### config.mk
export PLATFORM = sky130hd
export DESIGN_NAME = cgra_config_loader_flat
export DESIGN_NICKNAME = d
export VERILOG_FILES = /design/src/rtl/cgra_config_loader_if.sv /design/src/rtl/cgra_config_loader.sv /design/src/flat_wrapper.sv
export SDC_FILE = /design/constraint.sdc
export NUM_CORES = 1
export LEC_CHECK = 0
export CORE_MARGIN = 5
export CORE_UTILIZATION = 47
export DETAILED_ROUTE_END_ITERATION = 6
export PLACE_DENSITY = 0.75
export SLEW_MARGIN = 20
export SYNTH_ARGS = -nofsm -noshare
export SYNTH_HDL_FRONTEND = slang
export SYNTH_SLANG_ARGS = --single-unit
export TNS_END_PERCENT = 20
### constraint.sdc
create_clock -name clk -period 1.6 [get_ports clk]
set_input_delay 0.24 -clock clk [delete_from_list [all_inputs] [get_ports clk]]
set_output_delay 0.24 -clock clk [all_outputs]
set_load 0.01 [all_outputs]
### src/rtl/cgra_config_loader_if.sv
// Configuration word stream between a word source and cgra_config_loader.
interface cgra_config_loader_if #(
  parameter int WORD = 32
);
  logic [WORD-1:0] word_in;
  logic            word_valid;
  logic            word_ready;

  modport master (output word_in, output word_valid, input word_ready);
  modport slave  (input word_in, input word_valid, output word_ready);
endinterface

### src/rtl/cgra_config_loader.sv
// Serial loader for a CGRA configuration chain: clears the chain, then shifts
// exactly CHAIN_LEN bits (LSB first) from a valid/ready word stream.
module cgra_config_loader #(
  parameter int WORD      = 32,
  parameter int CHAIN_LEN = 64
) (
  input  logic                 clk,
  input  logic                 reset,
  input  logic                 start,
  cgra_config_loader_if.slave  wif,
  output logic                 config_clk,
  output logic                 config_reset,
  output logic                 config_data,
  output logic                 busy,
  output logic                 done
);
  localparam int BW = $clog2(CHAIN_LEN + 1);
  localparam int PW = $clog2(WORD + 1);
  localparam logic [BW-1:0] LAST_BIT = BW'(CHAIN_LEN - 1);
  localparam logic [PW-1:0] LAST_POS = PW'(WORD - 1);

  typedef enum logic [2:0] {IDLE, CLR0, CLR1, LOAD, SHIFT_LO, SHIFT_HI, DONE} state_t;

  state_t          state_q, state_d;
  logic [WORD-1:0] sreg;
  logic [WORD-1:0] sreg_shr;
  logic [BW-1:0]   bit_cnt;
  logic [PW-1:0]   pos_cnt;

  assign sreg_shr = sreg >> 1;

  always_comb begin
    state_d = state_q;
    case (state_q)
      IDLE:     if (start) state_d = CLR0;
      CLR0:     state_d = CLR1;
      CLR1:     state_d = LOAD;
      LOAD:     if (wif.word_valid) state_d = SHIFT_LO;
      SHIFT_LO: state_d = SHIFT_HI;
      SHIFT_HI: begin
        if (bit_cnt == LAST_BIT)      state_d = DONE;
        else if (pos_cnt == LAST_POS) state_d = LOAD;
        else                          state_d = SHIFT_LO;
      end
      DONE:     state_d = IDLE;
      default:  state_d = IDLE;
    endcase
  end

  // Outputs are registered from the next state so they line up with state_q.
  always_ff @(posedge clk or negedge reset) begin
    if (!reset) begin
      state_q        <= IDLE;
      sreg           <= '0;
      bit_cnt        <= '0;
      pos_cnt        <= '0;
      config_clk     <= 1'b0;
      config_reset   <= 1'b0;
      config_data    <= 1'b0;
      wif.word_ready <= 1'b0;
      busy           <= 1'b0;
      done           <= 1'b0;
    end else begin
      state_q        <= state_d;
      config_clk     <= (state_d == SHIFT_HI);
      config_reset   <= (state_d == CLR0) || (state_d == CLR1);
      wif.word_ready <= (state_d == LOAD);
      busy           <= (state_d != IDLE);
      done           <= (state_d == DONE);
      case (state_q)
        IDLE: begin
          config_data <= 1'b0;
          if (start) begin
            bit_cnt <= '0;
            pos_cnt <= '0;
          end
        end
        LOAD: begin
          if (wif.word_valid) begin
            sreg        <= wif.word_in;
            config_data <= wif.word_in[0];
            pos_cnt     <= '0;
          end
        end
        SHIFT_HI: begin
          // Data only moves on the falling config_clk edge, never the rising one.
          sreg    <= sreg_shr;
          bit_cnt <= bit_cnt + 1'b1;
          pos_cnt <= pos_cnt + 1'b1;
          if (state_d == SHIFT_LO) config_data <= sreg_shr[0];
        end
        DONE:    config_data <= 1'b0;
        default: ;
      endcase
    end
  end
endmodule

### src/flat_wrapper.sv
// flat-port wrapper written by rule: the top's interface ports become plain ports
module cgra_config_loader_flat 
#(
  parameter int WORD      = 32,
  parameter int CHAIN_LEN = 64
)
  (clk, reset, start, config_clk, config_reset, config_data, busy, done, wif_word_in, wif_word_valid, wif_word_ready);
  cgra_config_loader_if #(.WORD(WORD)) wif_i ();
  input  logic clk;
  input  logic reset;
  input  logic start;
  output logic config_clk;
  output logic config_reset;
  output logic config_data;
  output logic busy;
  output logic done;
  input wire logic [$bits(wif_i.word_in)-1:0] wif_word_in;
  input wire logic [$bits(wif_i.word_valid)-1:0] wif_word_valid;
  output wire logic [$bits(wif_i.word_ready)-1:0] wif_word_ready;
  assign wif_i.word_in = wif_word_in;
  assign wif_i.word_valid = wif_word_valid;
  assign wif_word_ready = wif_i.word_ready;
  cgra_config_loader #(.WORD(WORD), .CHAIN_LEN(CHAIN_LEN)) u_core (.clk(clk), .reset(reset), .start(start), .wif(wif_i), .config_clk(config_clk), .config_reset(config_reset), .config_data(config_data), .busy(busy), .done(done));
endmodule
; ---- Word level (Yosys, flattened, before mapping)
; Cells that the tools add are included.
[word_totals]
ram_bits = 0
wordCells = 56
n_memories = 0
mem_bits_ro = 0
latch_bits = 0
in_bits = 36
reg_bits = 54
output_inout_bits = 6
[classes]
n_mux = 15
multipliers = 0
n_eq_ne = 17
n_div = 0
magnitude_cmp = 0
n_reduce_logical = 12
add_sub_neg = 2
n_bitwise = 0
shift = 0
[ops]
columns = operator, count
row1 = 32-bit one-hot mux with 2 select lines, 1
row2 = 32-bit two-way mux, 1
row3 = "3-bit == test, second input constant", 6
row4 = 3-bit one-hot mux with 6 select lines, 1
row5 = 6-bit one-hot mux with 3 select lines, 1
row6 = 7-bit one-hot mux with 2 select lines, 1
row7 = "3-bit by 2-bit == test with 1-bit output, second input constant", 4
row8 = 3-bit two-way mux, 4
row9 = 6-bit two-way mux, 2
row10 = 3-bit nonzero test, 3
row11 = "7-bit by 1-bit adder with 7-bit output, second input constant", 1
row12 = "7-bit by 6-bit == test with 1-bit output, second input constant", 1
row13 = 7-bit two-way mux, 1
row14 = "6-bit by 1-bit adder with 6-bit output, second input constant", 1
row15 = "3-bit by 1-bit == test with 1-bit output, second input constant", 2
row16 = "6-bit by 5-bit == test with 1-bit output, second input constant", 1
row17 = 3-bit AND reduction, 2
row18 = "2-bit inequality test, second input constant", 2
row19 = 2-bit AND reduction, 2
row20 = 2-bit nonzero test, 2
row21 = 3-bit logical NOT, 1
row22 = 1-bit one-hot mux with 3 select lines, 1
row23 = 1-bit two-way mux, 2
row24 = "2-bit by 1-bit inequality test with 1-bit output, second input constant", 1
row25 = other kinds (2), 2

; ---- Logic depth before layout (Yosys ltp)
; Gate-level depths: netlist (run 1).
[depth]
depth_word = 7
ltp_mapped = 6
mapped_depth_nobuf = 5

; ---- Worst setup path after synthesis (run 1)
; OpenSTA, ideal clock, no wires.
[synth_timing]
path_type = register to register
startpoint = register u_core.bit_cnt[0]
endpoint = register u_core.wif.word_ready
slack_ps = -6
required_time_ps = 1518
arrival_time_ps = 1524
path_buffers = 1
synth_period_minus_slack_ps = 1606
setup_ps = 82
stages_incl_launch_ff = 7
path_cell_list = dfrtp_1 -> ha_1 -> nand3_2 -> or3_1 -> buf_6 -> mux2_4 -> o22ai_2
[synth_between]
elab_chain_len = 4
[synth_lines]
columns = element, line
row1 = start: declaration, cgra_config_loader.sv:27  ; logic [BW-1:0] bit_cnt;
row2 = start signal: assignment, cgra_config_loader.sv:88  ; bit_cnt <= bit_cnt + 1'b1;
row3 = 7-bit by 6-bit == test with 1-bit output, cgra_config_loader.sv:41  ; if (bit_cnt == LAST_BIT) state_d = DONE;
row4 = 3-bit two-way mux, cgra_config_loader.sv:41
row5 = 3-bit one-hot mux with 6 select lines, cgra_config_loader.sv:34  ; case (state_q)
row6 = 3-bit by 2-bit == test with 1-bit output, cgra_config_loader.sv:67  ; wif.word_ready <= (state_d == LOAD);
row7 = end signal: assignment, cgra_config_loader.sv:67
row8 = end: declaration, cgra_config_loader_if.sv:10  ; modport slave (input word_in, input word_valid, output word_ready);
; No other way between the ends.
; A chain may end at the register's enable or synchronous reset.

; ---- Worst setup path in the final report (run 1)
[layout_timing]
startpoint = register u_core.state_q[0]
endpoint = register u_core.pos_cnt[3]
[layout_between]
elab_chain_len = 3
elab_cells_between_ends = 8
classes_between = eq/ne (4) / mux (1) / reduce/logical (3)
[layout_lines]
columns = element, line
row1 = start: declaration, cgra_config_loader.sv:24  ; state_t state_q, state_d;
row2 = start signal: assignment, cgra_config_loader.sv:64  ; state_q <= state_d;
row3 = 3-bit by 2-bit == test with 1-bit output (tied with other cells), cgra_config_loader.sv:70  ; case (state_q)
row4 = 2-bit inequality test (no line) or 3-bit nonzero test (tied branches), -
row5 = 3-bit AND reduction (no line), -
row6 = end signal: assignment, cgra_config_loader.sv:89  ; pos_cnt <= pos_cnt + 1'b1;
row7 = end: declaration, cgra_config_loader.sv:28  ; logic [PW-1:0] pos_cnt;
; Parallel ways exist; a longest one is shown, timed or not.

==> results.ini, run 1 <==
[status]
status = completed

[place]
dpl_worst_slack_ps = -229
place.gp.congestion = 0.812
dp_hpwl_microns = 3660
io_buffers = 41
detailed_place.area_sq_mm = 0.00306

[worst_setup_path]
critPathMaxFanout = 4
rr_endpoint = u_core.pos_cnt[3]$_DFFE_PN0P_
cp-start-kind = flip-flop
cp_cell_sequence = or3b_1 > a21oi_1 > o22ai_1 > a21o_1
cp.arrival_ps = 1770
slowest_stage = or3b_1
reg2reg_from = u_core.state_q[0]$_DFF_PN0_
r2r_setup_slack_ps = 30
ff2ff_path_depth = 4
critPathRequiredTime_ps = 1800
cp_top_family = compound AO/OA/AOI/OAI gates
critical-path-max-stage-delay_ps = 420
cp-end-kind = flip-flop
crit_type = flip-flop to flip-flop
crit_buf_inv = 0

[grt]
grt_max_degree = 54
grt_pass1_vias = 1973
track_usage_pct = 17.3
gr-total-overflow = 0
antenna_found_initial = 0
grt_pass1_wl_microns = 8920

[sta]
hold_slack_ps = 448
setup_ws_ps = 34.3
slew_viol_final = 0
min_period_ps = 1570
hold_viol = 0
worst_pin_slew_ps = 321
setup_viol = 0
finClkSkew_ps = 8.34
period_share_pct = 97.9
max-slew-margin-rel_pct = 78.6
timing.fmax_ghz = 0.639

[layout]
final_area_sq_mm = 0.00323
antenna_cells = 0
final_nets = 351
drive_above_1_share_pct = 15.6
syn_to_final_growth_pct = 32.0

[routing]
vias_per_cell = 5.39
wirelength_microns = 5300
num_vias = 2070
drt.antenna.violating_nets = 0
drcViolationCount = 0
firstDrtPassIters = 4
wl_per_cell_microns = 13.8
drt-initial-drc-count = 125

[pwr]
p_leak_uw = 0.00138
p_per_area_mw_per_mm2 = 1560
vdd_ir_drop_max_mv = 0.725

[floorplanning]
die-area_sq_mm = 0.00675
core_area_sq_mm = 0.00507
die_w_microns = 82.2
io_pins = 42
fp.dieH_microns = 82.2
start_util_pct = 48.2
fp-row-count = 26

[logic_synthesis]
synthFlopType = dfrtp_1
synth_cell_type_count = 45
synth.top_cells.by_area = dfrtp_1 54%, nor2_1 11%, o22ai_1 8.2%, clkbuf_8 2.2%, o21ai_0 2.0%
syn-num-nets = 292
synthTopCellsByCount = 71 x nor2_1, 53 x dfrtp_1, 32 x o22ai_1
ys_seq_elements = 53
synth_area_sq_mm = 0.00245
synth_top_area_share_pct = 54.2
yosys.area.top_type = dfrtp_1
synth-edff-count = 0
yosysWarnings = 0
syn_inst = 254
avgSynthCellArea_sq_um = 9.64
ys_async_sr_fraction_pct = 100
synth_most_common_cell = nor2_1
yosysSeqAreaShare_pct = 54.2

[clock_network]
cts_tree = built
htreeDepth = 2
cts_root_buf = clkbuf_8
clk_pin_slew_ps = 90
cts_made_buffers = 5
clkLatencyLatePin_ps = 310
clock_path_buffers = 2
cts_sinks = 53

[hold_path]
min_path_type = primary input to asynchronous set/reset pin

[job]
max_cap_violations = 0

==> worst max path at each step <==
stage	from	to	slack [ps]	cells past startpoint
final	u_core.state_q[0]$_DFF_PN0_	u_core.pos_cnt[3]$_DFFE_PN0P_	30	4
after global routing	u_core.state_q[0]$_DFF_PN0_	u_core.pos_cnt[3]$_DFFE_PN0P_	-20	4
after CTS	u_core.pos_cnt[1]$_DFFE_PN0P_	u_core.config_data$_DFFE_PN0P_	20	5
after detailed placement	start	u_core.pos_cnt[3]$_DFFE_PN0P_	-230	5
after global placement	start	u_core.pos_cnt[3]$_DFFE_PN0P_	-190	5
after floorplan	u_core.bit_cnt[0]$_DFFE_PN0P_	u_core.wif.word_ready$_DFF_PN0_	0.09	6
==> cells in the final DEF, fill, tap and decap left out, types with 2 or more instances in the layout <==
cell and count:
a21o_1 2, a21oi_1 6, a31oi_1 6, and3_1 2, buf_12 4, buf_4 23
clkbuf_8 5, clkdlybuf4s50_1 40, dfrtp_1 52, nand2_1 11, nand3_1 6, nand3b_1 2
nand4_1 2, nor2_1 71, o21ai_0 10, o21ai_1 2, o21ba_2 2, o22ai_1 32
==> state kept, by name, summed over array words and instances (netlist names) <==
name,count
u_core.config_data,1
u_core.wif.word_ready,1
u_core.bit_cnt,7
u_core.done,1
u_core.busy,1
u_core.sreg,31
u_core.config_reset,1
u_core.state_q,3
u_core.config_clk,1
u_core.pos_cnt,6
==> routing by layer <==
metal / vias to the layer above / share of wire, % / GRT usage [%]
met2: 43 / 48 / 27.8
met5: - / 0 / 0
met1: 997 / 45 / 22.4
li1: 1020 / - / -
met3: 10 / 4.7 / 4.66
met4: 0 / 2.0 / 6.15
==> power by group <==
part / leakage, uW / switching [uW] / total [uW] / internal, uW
logic: 0.000694 / 962 / 1950 / 989
registers: 0.000627 / 332 / 2200 / 1870
clock network: 0.0000554 / 430 / 900 / 470
total: 0.00138 / 1720 / 5050 / 3330
==> per-stage QoR <==
stage | total power [uW] | util (%) | setup TNS [ps] | instances
after global placement | 4020 | 60.2 | -1980 | 373
after detailed placement | 4090 | 60.2 | -2140 | 373
after global routing | 5440 | 63.6 | -36.1 | 384
final | 5050 | 63.6 | 0 | 384
after CTS | 5010 | 62.7 | 0 | 382
after floorplan | 3440 | - | 0 | 254
==> tightest hold or removal path, cell delays in order <==
cell	delay, ps
dlygate4sd3_1	520
buf_2	120
buf_12	270
==> kinds of logic after synthesis <==
group	after synthesis	synth area share, %
and+or+nand+nor	107	19.4
DFF	53	54.2
xor gates and xnor gates	2	0.716
AOI/OAI and AO/OA	69	18.1
buffers and inverters	19	5.52
adders and majority gates	2	1.02
muxes	2	1.02
==> layout make-up <==
| type | count | area, sq um |
|---|---|---|
| Fill cell | 432 | 1850 |
| Sequential cell | 53 | 1330 |
| Multi-Input combinational cell | 182 | 1020 |
| Timing Repair Buffer | 70 | 679 |
| Tap cell | 70 | 87.6 |
| Clock buffer | 6 | 72.6 |
| Clock inverter | 2 | 38.8 |
| Inverter | 1 | 3.75 |
==> what timing repair did <==
| action | in CTS | in global routing |
|---|---|---|
| resized for setup | 1 | 7 |
| hold buffers | 1 | 0 |
| pin swaps | 0 | 1 |
| hold endpoints to repair | 53 | 0 |
| buffers inserted | 0 | 2 |
| cloned | 0 | 0 |
| endpoints found under the setup margin | 3 | 18 |
No activity file was read; power rests on OpenSTA's default activity.
==> inputs of run 2 (changes only) <==
Settings changed: CAP_MARGIN set to 20.
==> results of run 2 <==
The final DEF is identical to that of run 1; final timing and power are the same.
==> RTL change: new RTL, flow settings as in run 1 <==
Compare `bit_cnt` against `LAST_BIT` with >= in place of ==.
--- a/src/rtl/cgra_config_loader.sv
+++ b/src/rtl/cgra_config_loader.sv
@@ -38,7 +38,7 @@
       LOAD:     if (wif.word_valid) state_d = SHIFT_LO;
       SHIFT_LO: state_d = SHIFT_HI;
       SHIFT_HI: begin
-        if (bit_cnt == LAST_BIT)      state_d = DONE;
+        if (bit_cnt >= LAST_BIT)      state_d = DONE;
         else if (pos_cnt == LAST_POS) state_d = LOAD;
         else                          state_d = SHIFT_LO;
       end
Function: no difference found for any inputs over 10 cycles, from zero or initial values and one cycle with reset low; that may be too few to reach the edited logic, so the function may still have changed.
==> RTL change against run 1 <==
- worst setup slack worse by 0.41 ns
- sequential share of layout area shrank 0.34 points
- critical endpoint is now u_core.busy
- clock skew down 0.00060 ns
- critical path type unchanged
- synthesized area down 4.5%
- design area grew 0.74%
- routed wire length fell by 2.1%
- largest cell class unchanged
- the run now ends with setup timing left
- die area shrank 4.0%
- sequential power down 2%
- sequential cell count unchanged
- total power shrank 6.0%
- combinational power decreased by 4%
==> RTL change: results (changes against run 1) <==
Layout
  • Number of antenna diodes: 0 (unchanged)
  • Fraction of layout cells with a size suffix above 1: 0.190 (was 0.156)
  • Fin nets: 369 (was 351)
  • Top flop regs: u_core.sreg x31, u_core.bit_cnt x7, u_core.pos_cnt x6 (unchanged)

Place
  • Post-detail-place hpwl: 3.88 mm (was 3.66 mm)
  • I/O Buffers: 41 (unchanged)
  • Gpl congestion: 0.810 (was 0.812)
  • Placed Cells: 387 (was 373)

CTS
  • Clock Latency Late Sink: around 0.30 ns
  • Num CTS Buffers: 5 (unchanged)
  • Clock tree buffer depth: 2 (unchanged)
  • Clk root buf: clkbuf_8 (unchanged)
  • Clock transition at path regs: 0.09 ns (about the same)
  • H-tree depth: 2 (unchanged)

Synth
  • Synth async-reset ratio: 1.00 (unchanged)
  • Dominant cell type by area after synthesis: dfrtp_1 (unchanged)
  • Sequential fraction of the synthesis area: 0.567 (was 0.542)
  • Top cells by area, synth: dfrtp_1, nor2_1, o22ai_1 (unchanged)
  • Synth cell types: 36 (was 45)
  • Post-synthesis mux area share: 0 (was 0.0102)
  • Top cells by count, synth: nor2_1, dfrtp_1, o22ai_1 (unchanged)
  • Syn Nets: 288 (was 292)
  • Post-synthesis compound-gate area fraction: 0.196 (was 0.181)
  • Synth Area in Adders: 0.0107 (was 0.0102)
  • Post-synthesis instance total: 250 (was 254)
  • YS warnings: 0 (unchanged)
  • Synth Area in XOR/XNOR: 0.00375 (was 0.00716)

Detailed routing
  • Pre-antenna DRT Iters: 4 (unchanged)
  • Via count: 2084 (was 2070)
  • DR iter-0 viols: 92 (was 125)
  • Vias/cell: 5.24 (was 5.39)
  • Wirelength, routed: 5.19 mm (was 5.30 mm)

GRT
  • All-layer global routing usage: 0.177 (was 0.173)
  • Largest net degree at the start of global routing: 21 (was 54)
  • Initial antenna violation count: 0 (unchanged)
  • First-pass GRT wire length: 8.91 mm (was 8.92 mm)

Critical path
  • Slowest stage delay, CP: 0.40 ns (was 0.42 ns)
  • CP max FO: 3 (was 4)
  • Slowest CP cell: dfrtp_1 (was or3b_1)
  • CP Data Arrival Time: 2.16 ns (was 1.77 ns)

Timing
  • Skew final: 0.00774 ns (was 0.00834 ns)
  • Final Worst Setup Slack: -0.374 ns (was 0.0343 ns)
  • Slew HR: 0.693 (was 0.786)
  • # setup viols final: 6 (was 0)

Min path
  • HP Class: in2async (unchanged)

Run status
  • Status: finished with violations (was complete, no violations)
  • Violated checks: setup timing

Power
  • Worst vdd ir: 0.000967 V (was 0.000725 V)
  • Leakage: 1.42 nW (was 1.38 nW)
[RTL change: cell types whose count changed after synthesis, moves of 3 or more]
cell,change
nand2_1,+5
o21ai_0,+7
clkbuf_1,+5
a31oi_1,-3
o31ai_1,+4
clkbuf_8,-4
nand3_1,-4
[RTL change: cell type report]
type	count	area, µm²
multi-input combinational	181	981
sequential	53	1330
fill	397	1530
timing repair buffer	88	773
tap	67	83.8
inverter	2	7.51
clock inverter	1	8.76
clock buffer	6	72.6
[RTL change: logic make-up after synthesis]
kind of cell / Yosys count
AOI/OAI and AO/OA: 72
buffers and inverters: 16
DFF: 53
adders and majority gates: 2
xor gates and xnor gates: 1
and+or+nand+nor: 106
[RTL change: routing by layer]
metal	track usage	routed length [µm]
met5	0	0
met4	0.0676	61
met3	0.0460	303
met2	0.305	2520
met1	0.212	2310
[RTL change: worst paths after layout]
| kind | from | to | cells after the start |
|---|---|---|---|
| setup / recovery | u_core.pos_cnt[0] | u_core.busy | 6 |
| hold / removal | reset | u_core.sreg[3] | 2 |
| setup reg to reg | u_core.pos_cnt[0] | u_core.busy | 6 |
| hold reg to reg | u_core.sreg[8] | u_core.sreg[8] | 2 |
| max in group asynchronous | reset | u_core.sreg[7] | 3 |
| min in group clk | wif_word_in[31] | u_core.sreg[31] | 3 |
[RTL change: power by group]
part           internal (mW)  leakage [nW]  switching (mW)
Combinational          0.973         0.747           0.906
Clock                  0.304        0.0412           0.418
Sequential              1.85         0.633           0.301
Total                   3.13          1.42            1.63
[RTL change: what timing repair did]
action / in CTS / in global routing
endpoints found under the hold margin: 18 / 0
buffers inserted: 0 / 3
hold buffers: 1 / 0
endpoints found under the setup margin: 7 / 14
gates resized for setup: 5 / 2
pin swaps: 0 / 4
[RTL change: critical path, delay by kind of cell, from the launching register on]
family	cells	cell delay, ns
AND/OR/NAND/NOR	4	0.99
flip-flops	1	0.40
AO/OA/AOI/OAI	1	0.31
adder cells (fa/ha/maj)	1	0.16
[RTL change: stage by stage]
stage	TNS [ns]	instance area (µm²)	worst slack [ns]	hold slack [ns]
after CTS	-1.22	3220	-0.383	0.426
final	-1.31	3250	-0.374	0.426
after global routing	-2.24	3250	-0.462	0.456
after global placement	-4.26	3110	-0.324	0.213
after detailed placement	-4.31	3110	-0.371	0.215
after floorplan	-0.685	2360	-0.370	-0.0556
